`config.mk`:
```
export PLATFORM = sky130hd
export DESIGN_NAME = pointer_sequencer
export DESIGN_NICKNAME = d
export VERILOG_FILES = /design/src/rtl/pointer_seq_pkg.sv /design/src/rtl/pointer_sequencer.sv
export SDC_FILE = /design/constraint.sdc
export NUM_CORES = 1
export LEC_CHECK = 0
export CORE_UTILIZATION = 40
export DETAILED_ROUTE_END_ITERATION = 12
export HOLD_SLACK_MARGIN = 0.08
export PLACE_DENSITY_LB_ADDON = 0.1
export REMOVE_ABC_BUFFERS = 1
export SETUP_SLACK_MARGIN = 0.05
export SYNTH_ARGS = -nofsm -noshare
export SYNTH_HDL_FRONTEND = slang
export SYNTH_SLANG_ARGS = --single-unit
```
`constraint.sdc`:
```
create_clock -name clk -period 1.25 [get_ports clk]
set_input_delay 0.25 -clock clk [delete_from_list [all_inputs] [get_ports clk]]
set_output_delay 0.25 -clock clk [all_outputs]
set_load 0.02 [all_outputs]
```
`src/rtl/pointer_seq_pkg.sv`:
```
`default_nettype none
// ============================================================================
//  Module      : pointer_seq_pkg
//  Description : Shared opcode/state encodings and wait-state limit for the
//                pointer-pair sequencer.
//  Revision    : 1.0 - initial release
// ============================================================================
package pointer_seq_pkg;

    // Opcodes presented on the op bus; 5..7 are illegal.
    typedef enum logic [2:0] {
        OP_FETCH    = 3'd0,
        OP_READ_DP  = 3'd1,
        OP_LOAD_DP  = 3'd2,
        OP_STORE_DP = 3'd3,
        OP_SWAP     = 3'd4
    } op_e;

    // Sequencer states.
    typedef enum logic [3:0] {
        ST_IDLE   = 4'd0,
        ST_F_ADDR = 4'd1,
        ST_F_INC  = 4'd2,
        ST_R_ADDR = 4'd3,
        ST_L_LO   = 4'd4,
        ST_L_HI   = 4'd5,
        ST_S_LO   = 4'd6,
        ST_S_HI   = 4'd7,
        ST_SWAP   = 4'd8
    } state_e;

    // Wait-counter value at which an unanswered memory access is abandoned.
    localparam logic [3:0] WAIT_MAX = 4'd15;

endpackage : pointer_seq_pkg
`default_nettype wire

```
`src/rtl/pointer_sequencer.sv`:
```
`default_nettype none
// ============================================================================
//  Module      : pointer_sequencer
//  Description : Sequences the strobes of a pair of address pointers (IP and
//                DP, exchangeable through 'selector') for instruction fetch,
//                data read, data-pointer load/store and pointer swap.
//                All strobes, cnt, done and err are registered so they are
//                glitch-free; active-low strobes idle high.
//
//  Ports
//    clk, rst          : clock, asynchronous active-high reset
//    op, op_valid      : opcode and its valid; op_ready high only in IDLE
//    di                : memory data, captured by FETCH (ir) / READ_DP (rdata)
//    mem_rdy           : memory ready (wait-state build only)
//    oe_addr_ip/dp     : active-low address output enables of IP / DP
//    oe_dl, oe_dh      : active-low DP low/high byte output enables
//    we_l, we_h        : active-low DP low/high byte write enables
//    cnt               : IP increment pulse
//    selector          : 0 = pointer A is IP, 1 = pointer B is IP
//    ir, rdata         : captured fetch / read bytes
//    done, err         : completion pulse, err qualifies done
//
//  Configuration
//    POINTER_SEQ_WAIT_EN : when defined, F_ADDR/R_ADDR stall on mem_rdy=0 and
//                          abort with done+err once the wait counter would
//                          reach WAIT_MAX.
//  Revision    : 1.0 - initial release
// ============================================================================
module pointer_sequencer
    import pointer_seq_pkg::*;
(
    input  logic       clk,
    input  logic       rst,
    input  logic [2:0] op,
    input  logic       op_valid,
    output logic       op_ready,
    input  logic [7:0] di,
    input  logic       mem_rdy,
    output logic       oe_addr_ip,
    output logic       oe_addr_dp,
    output logic       oe_dl,
    output logic       oe_dh,
    output logic       we_l,
    output logic       we_h,
    output logic       cnt,
    output logic       selector,
    output logic [7:0] ir,
    output logic [7:0] rdata,
    output logic       done,
    output logic       err
);

    state_e     r_state;
    logic       r_op_ready;
    logic       r_oe_addr_ip;
    logic       r_oe_addr_dp;
    logic       r_oe_dl;
    logic       r_oe_dh;
    logic       r_we_l;
    logic       r_we_h;
    logic       r_cnt;
    logic       r_selector;
    logic [7:0] r_ir;
    logic [7:0] r_rdata;
    logic       r_done;
    logic       r_err;

    // Memory-access completion qualifiers for F_ADDR / R_ADDR.
    logic       w_complete;
    logic       w_timeout;

`ifdef POINTER_SEQ_WAIT_EN
    logic [3:0] r_wait;

    assign w_complete = mem_rdy;
    // Abort on the wait cycle that would carry the counter to WAIT_MAX.
    assign w_timeout  = !mem_rdy && (r_wait == (WAIT_MAX - 4'd1));
`else
    logic       w_unused_mem_rdy;

    assign w_unused_mem_rdy = mem_rdy;
    assign w_complete       = 1'b1;
    assign w_timeout        = 1'b0;
`endif

    // Outputs are computed one edge ahead so each is a flop output that is
    // valid for exactly the cycles the FSM spends in the owning state.
    always_ff @(posedge clk or posedge rst) begin
        if (rst) begin
            r_state      <= ST_IDLE;
            r_op_ready   <= 1'b0;
            r_oe_addr_ip <= 1'b1;
            r_oe_addr_dp <= 1'b1;
            r_oe_dl      <= 1'b1;
            r_oe_dh      <= 1'b1;
            r_we_l       <= 1'b1;
            r_we_h       <= 1'b1;
            r_cnt        <= 1'b0;
            r_selector   <= 1'b0;
            r_ir         <= 8'h00;
            r_rdata      <= 8'h00;
            r_done       <= 1'b0;
            r_err        <= 1'b0;
`ifdef POINTER_SEQ_WAIT_EN
            r_wait       <= 4'd0;
`endif
        end else begin
            // Pulses and strobes default to inactive every cycle.
            r_op_ready   <= 1'b0;
            r_oe_addr_ip <= 1'b1;
            r_oe_addr_dp <= 1'b1;
            r_oe_dl      <= 1'b1;
            r_oe_dh      <= 1'b1;
            r_we_l       <= 1'b1;
            r_we_h       <= 1'b1;
            r_cnt        <= 1'b0;
            r_done       <= 1'b0;
            r_err        <= 1'b0;

            case (r_state)
                ST_IDLE: begin
                    if (op_valid && r_op_ready) begin
                        case (op)
                            OP_FETCH: begin
                                r_state      <= ST_F_ADDR;
                                r_oe_addr_ip <= 1'b0;
                            end
                            OP_READ_DP: begin
                                r_state      <= ST_R_ADDR;
                                r_oe_addr_dp <= 1'b0;
                            end
                            OP_LOAD_DP: begin
                                r_state <= ST_L_LO;
                                r_we_l  <= 1'b0;
                            end
                            OP_STORE_DP: begin
                                r_state <= ST_S_LO;
                                r_oe_dl <= 1'b0;
                            end
                            OP_SWAP: begin
                                r_state <= ST_SWAP;
                                r_done  <= 1'b1;
                            end
                            default: begin
                                // Illegal op: stay in IDLE, report error in the
                                // next cycle, during which op_ready is low.
                                r_done <= 1'b1;
                                r_err  <= 1'b1;
                            end
                        endcase
                    end else begin
                        r_op_ready <= 1'b1;
                    end
                end

                ST_F_ADDR: begin
                    if (w_complete) begin
                        r_ir    <= di;
                        r_state <= ST_F_INC;
                        r_cnt   <= 1'b1;
                        r_done  <= 1'b1;
`ifdef POINTER_SEQ_WAIT_EN
                        r_wait  <= 4'd0;
`endif
                    end else if (w_timeout) begin
                        // Abandon the fetch: no capture, no IP increment.
                        r_state    <= ST_IDLE;
                        r_op_ready <= 1'b1;
                        r_done     <= 1'b1;
                        r_err      <= 1'b1;
`ifdef POINTER_SEQ_WAIT_EN
                        r_wait     <= 4'd0;
`endif
                    end else begin
                        r_oe_addr_ip <= 1'b0;
`ifdef POINTER_SEQ_WAIT_EN
                        r_wait       <= r_wait + 4'd1;
`endif
                    end
                end

                ST_F_INC: begin
                    r_state    <= ST_IDLE;
                    r_op_ready <= 1'b1;
                end

                ST_R_ADDR: begin
                    if (w_complete) begin
                        r_rdata    <= di;
                        r_state    <= ST_IDLE;
                        r_op_ready <= 1'b1;
                        r_done     <= 1'b1;
`ifdef POINTER_SEQ_WAIT_EN
                        r_wait     <= 4'd0;
`endif
                    end else if (w_timeout) begin
                        r_state    <= ST_IDLE;
                        r_op_ready <= 1'b1;
                        r_done     <= 1'b1;
                        r_err      <= 1'b1;
`ifdef POINTER_SEQ_WAIT_EN
                        r_wait     <= 4'd0;
`endif
                    end else begin
                        r_oe_addr_dp <= 1'b0;
`ifdef POINTER_SEQ_WAIT_EN
                        r_wait       <= r_wait + 4'd1;
`endif
                    end
                end

                ST_L_LO: begin
                    r_state <= ST_L_HI;
                    r_we_h  <= 1'b0;
                    r_done  <= 1'b1;
                end

                ST_L_HI: begin
                    r_state    <= ST_IDLE;
                    r_op_ready <= 1'b1;
                end

                ST_S_LO: begin
                    r_state <= ST_S_HI;
                    r_oe_dh <= 1'b0;
                    r_done  <= 1'b1;
                end

                ST_S_HI: begin
                    r_state    <= ST_IDLE;
                    r_op_ready <= 1'b1;
                end

                ST_SWAP: begin
                    r_selector <= ~r_selector;
                    r_state    <= ST_IDLE;
                    r_op_ready <= 1'b1;
                end

                default: begin
                    r_state <= ST_IDLE;
                end
            endcase
        end
    end

    assign op_ready   = r_op_ready;
    assign oe_addr_ip = r_oe_addr_ip;
    assign oe_addr_dp = r_oe_addr_dp;
    assign oe_dl      = r_oe_dl;
    assign oe_dh      = r_oe_dh;
    assign we_l       = r_we_l;
    assign we_h       = r_we_h;
    assign cnt        = r_cnt;
    assign selector   = r_selector;
    assign ir         = r_ir;
    assign rdata      = r_rdata;
    assign done       = r_done;
    assign err        = r_err;

endmodule : pointer_sequencer
`default_nettype wire

```
==> impl_metrics.py <==
metrics = {
    "power": {
        "p_total_mw": 4.38,
        "vdd_drop_max_v": 0.000982,
        "power_density_nw_per_um2": 2340,
        "p_leak_nw": 0.872,
    },
    "setup_path": {
        "crit_fanout": 8,
        "worst-path-buf-inv": 0,
        "worstSetupPathType": "reg -> reg",
        "reg2reg_depth": 3,
        "critical_path.top_delay_family": "simple AND/OR/NAND/NOR gates",
        "timing.rr.end": "rdata[4]",
        "worstReg2RegStart": "r_state[3]",
        "worstSetupEndpointType": "flip-flop",
        "crit_chain": "nor2_4 > and3_4 > mux2_4",
        "crit_arrival_ns": 1.56,
        "rrSetupSlack_ns": -0.10,
        "worst_path_largest_cell_delay_ns": 0.42,
        "required_ns": 1.46,
        "start_kind": "flip-flop",
        "crit_slowest_cell": "dfrtp_1",
    },
    "logic_synthesis": {
        "synthXorXnorAreaFrac": 0.00684,
        "synthSimpleGateAreaFrac": 0.107,
        "synthMuxAreaShare": 0.188,
        "syn-cell-area_sq_um": 1280,
        "syn_inst": 86,
        "seq_area_frac_synth": 0.611,
        "ys_ff_latch": 31,
        "synthAdderAreaFrac": 0,
        "synth.distinct_cells": 26,
        "syn_avg_cell_area_sq_um": 14.9,
        "synth_top_family_by_area": "multiplexers",
        "ys_warn_count": 0,
        "synth_compound_area_frac": 0.0449,
    },
    "cells_and_area": {
        "areaGrowthSynthToFinish_pct": 45.8,
        "layout.nets": 159,
        "final_cell_count_no_fill": 189,
        "layout-drive-gt1-share": 0.586,
        "fillerInstances": 262,
        "multi_input_area_sq_um": 526,
        "final_common_cell": "dfrtp_1",
        "seq_area_sq_um": 785,
        "diodes": 0,
        "mostFrequentLayoutCells": "dfrtp_1, buf_2, mux2_4",
        "fin_util": 0.612,
    },
    "die": {
        "rows": 20,
        "dieArea_sq_um": 3430,
        "core_area_sq_um": 3050,
        "start_util": 0.420,
        "die_y_microns": 58.6,
        "io_pins": 42,
        "die_x_microns": 58.6,
    },
    "run_status": {
        "violations": "negative setup slack",
        "status": "finished, violations left",
    },
    "placement": {
        "place.detailed.hpwl_microns": 1710,
        "placed_cells": 176,
        "gp_congestion": 0.796,
        "io_buffers": 40,
    },
    "timing": {
        "period_share": 1.08,
        "fin_skew_ns": 0.0146,
        "tightest_slew_ns": 0.244,
        "tns_ns": -1.32,
        "report.final.slew_viol_count": 0,
        "setup_viol": 22,
        "fmax_mhz": 738,
        "hold_ws_ns": 0.243,
        "fin_crit_ns": 1.35,
        "fin_ws_ns": -0.105,
        "relSlewSlack": 0.837,
        "rsz0062_at_grt": "yes",
        "final_hold_viol_count": 0,
    },
    "clocking": {
        "root_buffer": "clkbuf_4",
        "cts.sinks": 31,
        "ctsLongestPathBuffers": 2,
        "cts_hold_buf": 0,
        "clock_latency_ns": 0.33,
        "ctsHtreeMaxLevel": 2,
        "clk_pin_slew_ns": 0.10,
        "cts_buffers": 5,
        "cts_tree": "yes",
    },
    "detailed_routing": {
        "highest_layer": "met4",
        "wl_met2_microns": 1360,
        "drt-total-wl_microns": 2770,
        "wl_met1_microns": 1180,
        "ant_nets": 0,
        "vias": 905,
        "via_per_inst": 4.79,
        "drt_iter0_drc": 18,
        "wl_per_cell_microns": 14.7,
        "drc_errors": 0,
        "dr.pass1.iters": 4,
        "met3WireLength_microns": 183,
    },
    "global_routing": {
        "grt_max_degree": 32,
        "grt_use_total": 0.177,
        "grt_pass1_wl_microns": 4330,
        "antenna_found_initial": 0,
        "grt_pass1_vias": 885,
        "grt-ovfl-total": 0,
    },
    "flow_run": {
        "cap_viol_max_count": 0,
    },
    "worst_hold_path": {
        "hold_path_class": "in -> async",
    },
}
-- worst register-to-register path, stage by stage (launching register included) --
cell and delay, ns:
dfrtp_1 0.42, nor2_4 0.17, and3_4 0.32, mux2_4 0.32
-- sequential cells by signal (all words and copies together) (netlist names) --
| register | count |
|---|---|
| oe_dl | 1 |
| oe_addr_ip | 1 |
| cnt | 1 |
| ir | 8 |
| selector | 1 |
| we_h | 1 |
| oe_dh | 1 |
| oe_addr_dp | 1 |
| rdata | 8 |
| op_ready | 1 |
| r_state | 4 |
| done | 1 |
| err | 1 |
| we_l | 1 |
-- Yosys cell counts --
library cell / n / area share
a211oi_1: 2 / 0.012
and4bb_2: 1 / 0.0098
mux2_4: 16 / 0.19
nor3_1: 2 / 0.0078
o2bb2ai_1: 2 / 0.014
dfstp_2: 6 / 0.12
nor2_1: 3 / 0.0088
nor3b_1: 1 / 0.0059
nand3b_1: 1 / 0.0059
inv_1: 4 / 0.012
xor2_1: 1 / 0.0068
a21oi_1: 1 / 0.0039
dfrtp_1: 25 / 0.49
and3_1: 1 / 0.0049
and3_4: 2 / 0.018
nor4b_1: 1 / 0.0068
a311o_1: 1 / 0.0078
o21ai_0: 2 / 0.0078
nand3_1: 3 / 0.012
nand2_1: 3 / 0.0088
nand2b_1: 1 / 0.0049
buf_2: 1 / 0.0039
buf_6: 3 / 0.026
nor2b_1: 1 / 0.0049
nor2_2: 1 / 0.0049
nor4_1: 1 / 0.0049
-- per-layer routing --
metal | global-route usage | vias to the layer above
li1 | - | 424
met1 | 0.222 | 448
met2 | 0.266 | 28
met3 | 0.0681 | 5
met4 | 0.0918 | 0
met5 | 0 | -
-- area by class of cell --
type,count,area share
Sequential cell,31,0.420
Clock inverter,1,0.00268
Multi-Input combinational cell,48,0.281
Inverter,4,0.00804
Tap cell,44,0.0295
Timing Repair Buffer,54,0.229
Clock buffer,7,0.0295
-- worst max-delay path by stage --
| stage | from | end | cells after the start |
|---|---|---|---|
| floorplan | r_state[2] | ir[0] | 3 |
| global placement | op_valid | r_state[0] | 4 |
| detailed placement | op_valid | r_state[0] | 4 |
| CTS | r_state[3] | rdata[4] | 3 |
| global route | r_state[3] | rdata[4] | 3 |
| finish | r_state[3] | rdata[4] | 3 |
-- report_power, final --
| part | switching [mW] | total [mW] | internal [mW] |
|---|---|---|---|
| sequential | 0.212 | 1.61 | 1.40 |
| combinational | 1.08 | 2.17 | 1.09 |
| clock | 0.327 | 0.599 | 0.272 |
| total | 1.62 | 4.38 | 2.76 |
-- logic make-up after synthesis --
group / count (synthesis)
DFF: 31
and+or+nand+nor: 22
muxes: 16
AOI/OAI and AO/OA: 8
buffers and inverters: 8
xor gates and xnor gates: 1
-- what timing repair did --
action | 4_1_cts | 5_1_grt
endpoints found under the hold margin | 0 | 0
gates cloned | 1 | 0
setup endpoints to repair | 51 | 31
gates resized for setup | 130 | 7
pin swaps | 4 | 1
buffers inserted | 4 | 1
-- per-stage QoR --
stage / setup WS, ns / cell area, sq um
finish: -0.105 / 1870
global route: -0.143 / 1870
CTS: -0.0699 / 1830
detailed placement: -0.153 / 1790
global placement: -0.102 / 1790
floorplan: -0.0636 / 1240
Power figures use the tool's default switching activity.
